===== config.mk =====
export PLATFORM = sky130hd
export DESIGN_NAME = ahb_master_mux
export DESIGN_NICKNAME = d
export VERILOG_FILES = /design/src/rtl/ahb_pkg.sv /design/src/rtl/ahb_err_fsm.sv /design/src/rtl/ahb_master_mux.sv
export SDC_FILE = /design/constraint.sdc
export NUM_CORES = 1
export LEC_CHECK = 0
export ABC_CLOCK_PERIOD_IN_PS = 3770
export CAP_MARGIN = 20
export CELL_PAD_IN_SITES_DETAIL_PLACEMENT = 0
export CELL_PAD_IN_SITES_GLOBAL_PLACEMENT = 1
export CORE_AREA = 2 2 172 174
export DETAILED_ROUTE_END_ITERATION = 7
export DIE_AREA = 0 0 174 176
export PLACE_DENSITY_LB_ADDON = 0.1
export SLEW_MARGIN = 10
export SYNTH_ARGS = -nofsm -noshare
export SYNTH_HDL_FRONTEND = slang
export SYNTH_SLANG_ARGS = --single-unit

===== constraint.sdc =====
create_clock -name Hclk -period 3.77 [get_ports Hclk]
set_clock_uncertainty 0.05 [all_clocks]
set_input_delay 0.377 -clock Hclk [delete_from_list [all_inputs] [get_ports Hclk]]
set_output_delay 0.377 -clock Hclk [all_outputs]
set_load 0.05 [all_outputs]

===== src/rtl/ahb_pkg.sv =====
// Shared AHB definitions: transfer/response/burst encodings, error-FSM
// state encoding and the owner-index width helper.

`ifndef NUM_MASTERS
`define NUM_MASTERS 4
`endif

package ahb_pkg;

    // Transfer type carried on Htrans.
    typedef enum logic [1:0] {
        HTRANS_IDLE   = 2'b00,
        HTRANS_BUSY   = 2'b01,
        HTRANS_NONSEQ = 2'b10,
        HTRANS_SEQ    = 2'b11
    } htrans_e;

    // Slave response carried on Hresp.
    typedef enum logic {
        HRESP_OKAY  = 1'b0,
        HRESP_ERROR = 1'b1
    } hresp_e;

    // Burst type carried on Hburst.
    typedef enum logic [2:0] {
        HBURST_SINGLE = 3'b000,
        HBURST_INCR   = 3'b001,
        HBURST_WRAP4  = 3'b010,
        HBURST_INCR4  = 3'b011,
        HBURST_WRAP8  = 3'b100,
        HBURST_INCR8  = 3'b101,
        HBURST_WRAP16 = 3'b110,
        HBURST_INCR16 = 3'b111
    } hburst_e;

    // Two-cycle ERROR cancellation states.
    typedef enum logic [1:0] {
        ERR_OKAY = 2'b00,
        ERR_ERR1 = 2'b01,
        ERR_ERR2 = 2'b10
    } err_state_e;

    // Width of an owner index for n masters; a single master still needs one bit.
    function automatic int master_width(input int n);
        int w;
        if (n > 1) begin
            w = $clog2(n);
        end else begin
            w = 1;
        end
        return w;
    endfunction

endpackage


===== src/rtl/ahb_err_fsm.sv =====
// Error-cancel FSM. A two-cycle AHB ERROR starts with S_Hresp=1 while
// S_Hready=0; from the following cycle until one cycle after S_Hready rises,
// kill is asserted so that the transfer pipelined behind the failing one and
// the next address phase are both turned into IDLE. A further ERROR seen
// while already cancelling does not restart the sequence.

module ahb_err_fsm
    import ahb_pkg::*;
(
    input  logic Hclk,
    input  logic Hresetn,
    input  logic S_Hready,
    input  logic S_Hresp,
    output logic kill
);

    err_state_e state;

    // State register with kill registered alongside it (kill mirrors "state is not OKAY").
    always_ff @(posedge Hclk) begin
        if (!Hresetn) begin
            state <= ERR_OKAY;
            kill  <= 1'b0;
        end else begin
            case (state)
                ERR_OKAY: begin
                    if (S_Hresp && !S_Hready) begin
                        state <= ERR_ERR1;
                        kill  <= 1'b1;
                    end else begin
                        state <= ERR_OKAY;
                        kill  <= 1'b0;
                    end
                end
                ERR_ERR1: begin
                    if (S_Hready) begin
                        state <= ERR_ERR2;
                        kill  <= 1'b1;
                    end else begin
                        state <= ERR_ERR1;
                        kill  <= 1'b1;
                    end
                end
                ERR_ERR2: begin
                    state <= ERR_OKAY;
                    kill  <= 1'b0;
                end
                default: begin
                    state <= ERR_OKAY;
                    kill  <= 1'b0;
                end
            endcase
        end
    end

endmodule


===== src/rtl/ahb_master_mux.sv =====
// Master-side AHB bus multiplexer. The address phase follows the arbiter's
// Hmaster combinationally; the data phase follows data_owner, which trails
// Hmaster by one S_Hready-qualified cycle. Transfers are forced to IDLE while
// an ERROR is being cancelled, or when a new owner tries to start with SEQ
// (it has no burst of its own to continue), which also raises Hproto_err.

module ahb_master_mux
    import ahb_pkg::*;
#(
    parameter int NUM_MASTERS  = `NUM_MASTERS,
    parameter int ADDR_WIDTH   = 32,
    parameter int DATA_WIDTH   = 32,
    parameter int MASTER_WIDTH = master_width(NUM_MASTERS)
) (
    input  logic                    Hclk,
    input  logic                    Hresetn,
    input  logic [MASTER_WIDTH-1:0] Hmaster,
    input  logic [ADDR_WIDTH-1:0]   M_Haddr  [NUM_MASTERS],
    input  logic [1:0]              M_Htrans [NUM_MASTERS],
    input  logic [NUM_MASTERS-1:0]  M_Hwrite,
    input  logic [2:0]              M_Hsize  [NUM_MASTERS],
    input  logic [2:0]              M_Hburst [NUM_MASTERS],
    input  logic [DATA_WIDTH-1:0]   M_Hwdata [NUM_MASTERS],
    output logic [ADDR_WIDTH-1:0]   Haddr,
    output logic [1:0]              Htrans,
    output logic                    Hwrite,
    output logic [2:0]              Hsize,
    output logic [2:0]              Hburst,
    output logic [DATA_WIDTH-1:0]   Hwdata,
    input  logic [DATA_WIDTH-1:0]   S_Hrdata,
    input  logic                    S_Hready,
    input  logic                    S_Hresp,
    output logic [DATA_WIDTH-1:0]   M_Hrdata,
    output logic [NUM_MASTERS-1:0]  M_Hready,
    output logic [NUM_MASTERS-1:0]  M_Hresp,
    output logic [MASTER_WIDTH-1:0] Hmaster_data,
    output logic                    Hproto_err
);

    logic [MASTER_WIDTH-1:0] sel;
    logic [MASTER_WIDTH-1:0] data_owner;
    logic [MASTER_WIDTH-1:0] prev_owner;
    logic [1:0]              raw_trans;
    logic                    guard;
    logic                    kill;

    ahb_err_fsm u_err_fsm (
        .Hclk     (Hclk),
        .Hresetn  (Hresetn),
        .S_Hready (S_Hready),
        .S_Hresp  (S_Hresp),
        .kill     (kill)
    );

    // Clamp the arbiter's index: out-of-range values fall back to master 0.
    always_comb begin
        sel = '0;
        if (32'(Hmaster) < 32'(NUM_MASTERS)) begin
            sel = Hmaster;
        end else begin
            sel = '0;
        end
    end

    // Address/control path and the handover guard.
    always_comb begin
        Haddr     = M_Haddr[sel];
        Hwrite    = M_Hwrite[sel];
        Hsize     = M_Hsize[sel];
        Hburst    = M_Hburst[sel];
        raw_trans = M_Htrans[sel];
        guard     = (sel != prev_owner) && (raw_trans == HTRANS_SEQ);
        if (kill || guard) begin
            Htrans = HTRANS_IDLE;
        end else begin
            Htrans = raw_trans;
        end
        Hproto_err = guard;
    end

    // Data path and response fan-out; only the data-phase owner sees Hresp.
    always_comb begin
        Hwdata       = M_Hwdata[data_owner];
        Hmaster_data = data_owner;
        M_Hrdata     = S_Hrdata;
        M_Hready     = {NUM_MASTERS{S_Hready}};
        M_Hresp      = '0;
        for (int i = 0; i < NUM_MASTERS; i++) begin
            if (MASTER_WIDTH'(i) == data_owner) begin
                M_Hresp[i] = S_Hresp;
            end else begin
                M_Hresp[i] = 1'b0;
            end
        end
    end

    // Owner pipeline: both owners advance only on S_Hready, holding through wait states.
    always_ff @(posedge Hclk) begin
        if (!Hresetn) begin
            data_owner <= '0;
            prev_owner <= '0;
        end else if (S_Hready) begin
            data_owner <= sel;
            prev_owner <= sel;
        end else begin
            data_owner <= data_owner;
            prev_owner <= prev_owner;
        end
    end

endmodule


* Word-level counts from Yosys, hierarchy flattened *
Cells that the tools add are included.

storage, ports and cells
  bits in writable memories = 0
  memories = 0
  bits in read-only memories = 0
  word-level logic and storage cells = 47
  input bits = 330
  output and inout port bits = 116
  bits in latches = 0
  register bits = 5

operators by class
  order comparisons = 3
  bitwise logic cells = 2
  shifts and indexed selects = 0
  add/subtract/negate cells = 0
  mux-type cells = 27
  equality and inequality tests = 6
  divide/modulo/power cells = 0
  reduce and logical (&&, ||, !) cells = 6
  $mul = 0

operator list
  operator                                                                count
  32-bit binary-select mux with 2-bit select                              2
  32-bit two-way mux                                                      4
  3-bit binary-select mux with 2-bit select                               2
  3-bit two-way mux                                                       4
  2-bit two-way mux                                                       4
  1-bit two-way mux                                                       7
  3-bit greater-or-equal comparator (second input constant)               2
  2-bit NOT with 3-bit output                                             2
  2-bit binary-select mux with 2-bit select                               1
  2-bit equality test (first input constant)                              2
  2-bit logical NOT                                                       2
  2-bit one-hot mux with 2 select lines                                   1
  2-bit by 3-bit < comparator with 1-bit output (second input constant)   1
  1-bit binary-select mux with 2-bit select                               1
  1-bit by 2-bit equality test with 1-bit output (first input constant)   1
  2-bit by 1-bit equality test with 1-bit output (second input constant)  1
  2-bit equality test (second input constant)                             1
  1-bit logical AND                                                       2
  2-bit inequality test                                                   1
  1-bit one-hot mux with 2 select lines                                   1
  1-bit logical NOT                                                       1
  1-bit logical OR                                                        1

* Logic depth before layout (Yosys ltp) *
Gate-level depths: netlist (run 1).

  depth in word-level cells = 8
  depth in mapped cells = 4
  mapped depth without buffers = 3

* Modules after synthesis *
A second synthesis (run 1) with hierarchy kept.

unflattened totals
  cell total of the unflattened synthesis = 157
  area total of the unflattened synthesis = 2,304.7 µm²

by module, submodules not included
  module          cells each  area an instance (µm²)  times used
  ahb_master_mux  146         2,195.9                 1
  ahb_err_fsm     11          108.9                   1

* Worst setup path before layout (run 1) *
Ideal clock, no wire load.

  path type = register to output
  from = register prev_owner[1] (netlist name)
  to = output M_Hresp[0]
  cell stages (with the launch flop) = 4
  data required time = 3.343 ns
  path buffers = 2
  slack = 1.274 ns
  data arrival time = 2.069 ns
  cells stage by stage = dfxtp_1 buf_2 buf_2 nor3b_1

RTL lines
  what              line                  source
  end: declaration  ahb_master_mux.sv:35  output logic [NUM_MASTERS-1:0] M_Hresp,

* Worst setup path in the final report (run 1) *
  from = input Hmaster[0]
  to = output Haddr[15]

between the ends
  cells in the longest elaborated chain, start to end = 4

ends and longest elaborated chain
  what                                                   line                  source
  start: declaration                                     ahb_master_mux.sv:17  input logic [MASTER_WIDTH-1:0] Hmaster,
  2-bit NOT with 3-bit output (implied by the code)      ahb_master_mux.sv:67  Haddr = M_Haddr[sel];
  32-bit binary-select mux with 2-bit select             ahb_master_mux.sv:67
  32-bit two-way mux (implied by the code) (2 in a row)  ahb_master_mux.sv:67
  end: declaration                                       ahb_master_mux.sv:24  output logic [ADDR_WIDTH-1:0] Haddr,

No other way between the ends. The select of a mux whose other input is x is not followed.

==> summary.md, run 1 <==
| Metric | Value |
|---|---|
| Chip Width | `174 um` |
| Area leader, netlist | `mux4_2` |
| Worst-Margin Slew | `0.667 ns` |
| Worst IR drop on VDD | `0.0000906 V` |
| RSZ-0062 raised after global routing | `no` |
| Seq/Total Area, Yosys | `4.38%` |
| Worst Path Max Fanout | `24` |
| GPL Wtd Cong | `0.777` |
| Top FF cell, synth | `dfxtp_1` |
| Critical Path Start Type | `input port` |
| Slowest-stage cell, CP | `clkdlybuf4s50_1` |
| Final nets | `822` |
| Hold Startpoint | `u_err_fsm.state[0]$_SDFF_PN0_` |
| Clk buf depth | `2` |
| Worst min path class | `register to register` |
| Register area | `103 sq um` |
| Count leader, synth | `mux4_2` |
| Crit path buf inv count | `3` |
| Cell Rows | `62` |
| First-pass detailed-route iteration total | `4` |
| Die height | `176 um` |
| Reg-to-reg setup timing slack | `2.80 ns` |
| Post-DP HPWL | `13.9 mm` |
| # fillers | `3114` |
| Final setup vio count | `0` |
| Core area | `28500 sq um` |
| Synth top area share | `71.9%` |
| Crit Path Class | `input port to primary output` |
| Worst-Skew Late Latency | `0.22 ns` |
| Vias | `2958` |
| Total Wirelength | `15.5 mm` |
| Multi-input combinational cell area | `1790 sq um` |
| Vias per cell | `3.38` |
| Post-cts resize count | `0` |
| Worst Setup End Kind | `primary output` |
| Setup_tns | `0 ns` |
| Number of global-route vias before repair | `3358` |
| EDFF count, synth | `0` |
| Post-Synthesis Cells | `154` |
| Yosys warnings | `0` |
| Reg power frac | `4.6%` |
| Hold Buf Count CTS | `0` |
| Grt ovf | `0` |
| Hold Path Sink | `u_err_fsm.kill$_SDFF_PN0_` |
| Wire length of the first global-routing pass | `22.0 mm` |
| Avg WL per Cell | `17.7 um` |
| Arrival time at the worst endpoint | `2.33 ns` |
| Clock sink count | `5` |
| Setup WS pre-CTS | `0.942 ns` |
| Clock slew at reported path FFs | `0.03 ns` |
| Crit path from | `Hmaster[0]` |
| Post-Syn Area per Cell | `14.9 sq um` |
| TritonCTS clock tree | `done` |
| Min Tclk post-route | `2.76 ns` |
| Post-synth top cells | `mux4_2, buf_4, buf_2` |
| Gr usage total | `9.52%` |
| CTS Buf Count | `3` |
| Switching Share | `41.5%` |
| Max-Cap Viols | `0` |
| Crit path max-delay family | `buffers and inverters` |
| Fmax | `362 MHz` |
| Logic pwr share | `81.8%` |
| DRC viols | `0` |
| Critical Path RT | `3.34 ns` |
| Final Hold Fails | `0` |
| Switch Pwr | `0.526 mW` |
| Slew margin rel. | `55.5%` |
| Critical path, cell by cell | `buf_4 > buf_12 > mux4_2 > clkdlybuf4s50_1` |
| Cell internal pwr | `0.741 mW` |
| Routed Antenna Nets | `0` |
| Mapped Area | `2290 sq um` |
| Largest net degree at the start of global routing | `25` |
| Worst Hold Depth | `1` |
| Root Buffer | `clkbuf_16` |
| Status | `finished, final reports clean` |
| Initial antenna violation count | `0` |
| Fin. max-slew vios | `0` |
| Number of synthesized register bits | `5` |
| End of the worst register-to-register path | `prev_owner[0]$_SDFFE_PN0P_` |
| Mapped Nets | `484` |
| Tcrit/Tclk final | `73.3%` |
| Lkg Pwr | `2.13 nW` |
| Initial Util | `8.01%` |
| Starting DRT DRC Count | `41` |
| Yosys cell types | `19` |
| IO Port Bufs | `381` |
| H-tree depth | `1` |
| PwrDens | `200 nW/um^2` |
| Reg2reg path depth | `3` |
| Layout cell share with drive strength beyond 1 | `18.3%` |
| Layout area overhead | `177%` |
| RR Startpoint | `prev_owner[0]$_SDFFE_PN0P_` |
| Max incr delay on CP | `0.72 ns` |
| Final Worst Setup Slack | `1.01 ns` |
| Async SR Flop Fraction | `0%` |
| Die ar. | `30600 sq um` |
| Clock share of power | `13.6%` |
| Area contributors post-synth | `mux4_2, buf_4, dfxtp_1` |
| Antenna cells | `0` |
| IO Pins | `446` |
| Post-CTS Setup Inserts | `0` |
through the flow:
stage	hold slack, ns	std cells	power, mW	area (sq um)	util [%]
global route	0.459	875	1.32	6330	22.2
CTS	0.432	875	1.29	6330	22.2
finish	0.426	875	1.27	6330	22.2
detailed placement	0.417	871	1.11	6250	21.9
floorplan	0.392	154	0.687	2290	-
global placement	0.416	871	1.11	6250	21.9
layout make-up:
cell class / instances / share of cell area (%)
Multi-Input combinational cell: 94 / 28.3
Tap cell: 384 / 7.59
Timing Repair Buffer: 387 / 61.1
Sequential cell: 5 / 1.62
Inverter: 1 / 0.0593
Clock buffer: 4 / 1.25
placed cells by master (no fill, tap or decap), drive strengths merged:
cell type and count:
inv 1, nand2 1, and3b 2, clkbuf 4
nor2 3, dfxtp 5, buf 10, xor2 2
o21ai 2, nor2b 3, clkdlybuf4s50 377, mux4 73
a21o 1, mux2i 2, nor3b 3, and3 2
cells by family after synthesis:
family	after synthesis	share of synthesized area, %
AO/OA/AOI/OAI	3	0.930
XOR/XNOR	2	0.766
buffers and inverters	55	17.2
flip-flops	5	4.38
multiplexers	75	72.8
AND/OR/NAND/NOR	14	3.99
layer usage:
metal | wire (um) | vias to the layer above | global-route usage, %
li1 | - | 1314 | -
met4 | 80 | 0 | 0.945
met5 | 0 | - | 0
met3 | 1670 | 24 | 3.81
met1 | 5040 | 1408 | 9.35
met2 | 8710 | 212 | 19.2
state kept, by name, indices dropped and copies added (netlist names):
signal           flops
u_err_fsm.kill       1
prev_owner           2
u_err_fsm.state      2
worst max-delay path by stage:
stage | endpoint | cells after the start
floorplan | M_Hresp[0] | 3
global placement | Haddr[18] | 4
detailed placement | Haddr[15] | 4
CTS | Haddr[18] | 4
global route | Haddr[17] | 4
finish | Haddr[15] | 4
power by group through the flow:
stage	Sequential [mW]	Clock, mW	Combinational (mW)
3_3_place_gp	0.0598	0	1.05
2_1_floorplan	0.0627	0	0.624
3_5_place_dp	0.0597	0	1.05
4_1_cts	0.0589	0.175	1.06
6_report	0.0586	0.172	1.04
5_1_grt	0.0593	0.179	1.09
(Power assumes the default switching activity.)
==> inputs of run 2 (changes only) <==
--- a/config.mk
+++ b/config.mk
@@ -5,13 +5,13 @@
 export SDC_FILE = /design/constraint.sdc
 export NUM_CORES = 1
 export LEC_CHECK = 0
-export ABC_CLOCK_PERIOD_IN_PS = 3770
+export ABC_CLOCK_PERIOD_IN_PS = 2300
 export CAP_MARGIN = 20
 export CELL_PAD_IN_SITES_DETAIL_PLACEMENT = 0
 export CELL_PAD_IN_SITES_GLOBAL_PLACEMENT = 1
-export CORE_AREA = 2 2 172 174
+export CORE_AREA = 2 2 176 178
 export DETAILED_ROUTE_END_ITERATION = 7
-export DIE_AREA = 0 0 174 176
+export DIE_AREA = 0 0 178 180
 export PLACE_DENSITY_LB_ADDON = 0.1
 export SLEW_MARGIN = 10
 export SYNTH_ARGS = -nofsm -noshare
==> constraint.sdc (replaced) <==
create_clock -name Hclk -period 2.3 [get_ports Hclk]
set_clock_uncertainty 0.05 [all_clocks]
set_input_delay 0.23 -clock Hclk [delete_from_list [all_inputs] [get_ports Hclk]]
set_output_delay 0.23 -clock Hclk [all_outputs]
set_load 0.05 [all_outputs]
==> run 2 against run 1 <==
Clock power increased by 65%. Sequential share of layout area about the same. Count of clock-buffer cells in the layout stayed put. Total power is 64% higher. Critical path depth fell by 1. Critical endpoint is now Hwdata[11]. Largest cell class unchanged.
==> summary.md, run 2 (synthesis results as in run 1) <==
| Metric | Value |
|---|---|
| First-pass detailed-route iteration total | `4 (unchanged)` |
| CTS Buf Count | `3 (unchanged)` |
| Reg2reg path depth | `2 (-1)` |
| Most frequent cells in the layout | `clkdlybuf4s50_1, buf_4, mux4_2` |
| Clock sink count | `5 (unchanged)` |
| Final Hold Fails | `0 (unchanged)` |
| Clock slew at reported path FFs | `0.03 ns (about the same)` |
| Layout area overhead | `175%` |
| GPL Wtd Cong | `0.796 (+2.5%)` |
| Worst Hold Depth | `0 (-1)` |
| Post-cts resize count | `0 (unchanged)` |
| Post-DP HPWL | `13.7 mm (-2.0%)` |
| Layout cell share with drive strength beyond 1 | `35.6% (+17 points)` |
| Die ar. | `32000 sq um (+4.6%)` |
| Crit path from | `prev_owner[0]$_SDFFE_PN0P_` |
| Avg WL per Cell | `16.9 um (-4.5%)` |
| Final nets | `826 (+0.49%)` |
| Grt ovf | `0 (unchanged)` |
| Fmax | `493 MHz` |
| Total power | `2.08 mW (+64%)` |
| Die height | `180 um (+2.3%)` |
| Number of global-route vias before repair | `3407 (+1.5%)` |
| Critical Path Start Type | `register` |
| Gr usage total | `8.64% (-0.89 points)` |
| H-tree depth | `1 (unchanged)` |
| Post-CTS Setup Inserts | `0 (unchanged)` |
| Initial Util | `7.58% (-0.44 points)` |
| DRC viols | `0 (unchanged)` |
| Hold Buf Count CTS | `0 (unchanged)` |
| Wire length of the first global-routing pass | `21.1 mm (-4.1%)` |
| Largest net degree at the start of global routing | `38 (+52%)` |
| WHS | `0.410 ns (-0.0161 ns)` |
| Antenna cells | `0 (unchanged)` |
| Worst-Skew Late Latency | `0.22 ns (about the same)` |
| Status | `finished, final reports clean` |
| Most common cell after layout, fill and taps aside | `clkdlybuf4s50_1` |
| Lkg Pwr | `2.26 nW (+6.2%)` |
| Arrival time at the worst endpoint | `1.75 ns (-0.58 ns)` |
| Routed Antenna Nets | `0 (unchanged)` |
| Clk buf depth | `2 (unchanged)` |
| Root Buffer | `clkbuf_16` |
| Tcrit/Tclk final | `88.2%` |
| Register area | `103 sq um (unchanged)` |
| Chip Width | `178 um (+2.3%)` |
| Worst Path Max Fanout | `16 (-33%)` |
| Core area | `30200 sq um (+5.8%)` |
| IO Port Bufs | `381 (unchanged)` |
| Min Tclk post-route | `2.03 ns` |
| Worst Setup End Kind | `primary output` |
| Initial antenna violation count | `0 (unchanged)` |
| Cell Rows | `64 (+3.2%)` |
| Fin. max-slew vios | `0 (unchanged)` |
| Starting DRT DRC Count | `36 (-12%)` |
| Final Util | `20.8% (-1.3 points)` |
| Worst-Margin Slew | `0.498 ns (-0.169 ns)` |
| Final setup vio count | `0 (unchanged)` |
| # fillers | `3255 (+4.5%)` |
| Slew margin rel. | `66.7% (+11 points)` |
| TritonCTS clock tree | `done` |
| IO Pins | `446 (unchanged)` |
| Max-Cap Viols | `0 (unchanged)` |
| Crit Path Class | `register to primary output` |
| Placed cell areas | `6210 sq um (-0.64%)` |
| Hold Startpoint | `S_Hrdata[11]` |
| Setup_tns | `0 ns (unchanged)` |
| Multi-input combinational cell area | `1800 sq um (+0.28%)` |
| RR Startpoint | `prev_owner[0]$_SDFFE_PN0P_` |
| PwrDens | `330 nW/um^2 (+65%)` |
| Largest regs | `prev_owner: 2 flops, u_err_fsm.state: 2 flops, u_err_fsm.kill: 1 flops` |
| Vias per cell | `3.32 (-1.7%)` |
| Vias | `2962 (+0.14%)` |
| Critical Path RT | `2.02 ns (-1.32 ns)` |
| Finished layout cell area | `6290 sq um (-0.63%)` |
| RSZ-0062 raised after global routing | `no` |
| Worst IR drop on VDD | `0.000165 V (+82%)` |
| Total Wirelength | `15.1 mm (-2.7%)` |
| Worst min path class | `input port to primary output` |
[run 2: cell count changes in the layout (fill, tap and decap cells not counted)]
cell	delta
nor3b_1	-1
buf_12	+9
buf_4	+76
nor3b_2	+1
clkdlybuf4s50_1	-81
[run 2: routing by layer]
layer  GRT usage, %  wire (um)  up-vias
li1               -          -     1320
met1           8.69       5080     1394
met2           17.1       8110      228
met3           2.62       1660       20
met4           1.74        223        0
met5              0          0        -
[run 2: final timing paths]
path / to / slack [ns]
worst max-delay path: Hwdata[11] / 0.27
worst min-delay path: M_Hrdata[11] / 0.41
worst max register to register: prev_owner[0]$_SDFFE_PN0P_ / 1.39
worst min register to register: u_err_fsm.kill$_SDFF_PN0_ / 0.43
[run 2: cell type report]
| type | instances | area share [%] |
|---|---|---|
| Clock buffer | 4 | 1.25 |
| Inverter | 1 | 0.0597 |
| Multi-Input combinational cell | 94 | 28.6 |
| Sequential cell | 5 | 1.63 |
| Tap cell | 396 | 7.88 |
| Timing Repair Buffer | 391 | 60.6 |
[run 2: power breakdown]
group | total [mW] | switching [mW] | internal (mW)
registers | 0.102 | 0.00963 | 0.0924
clock network | 0.283 | 0.0532 | 0.229
logic | 1.69 | 0.810 | 0.883
[run 2: critical path, cell delays in order, from the launching register on]
cell     delay, ns
dfxtp_2       0.55
buf_12        0.23
mux4_2        0.52
buf_4         0.21
[run 2: per-stage QoR]
step           setup slack (ns)  std cells
4_1_cts                   0.226        891
3_3_place_gp              0.295        887
6_report                  0.271        891
3_5_place_dp              0.303        887
2_1_floorplan             0.166        154
5_1_grt                   0.168        891
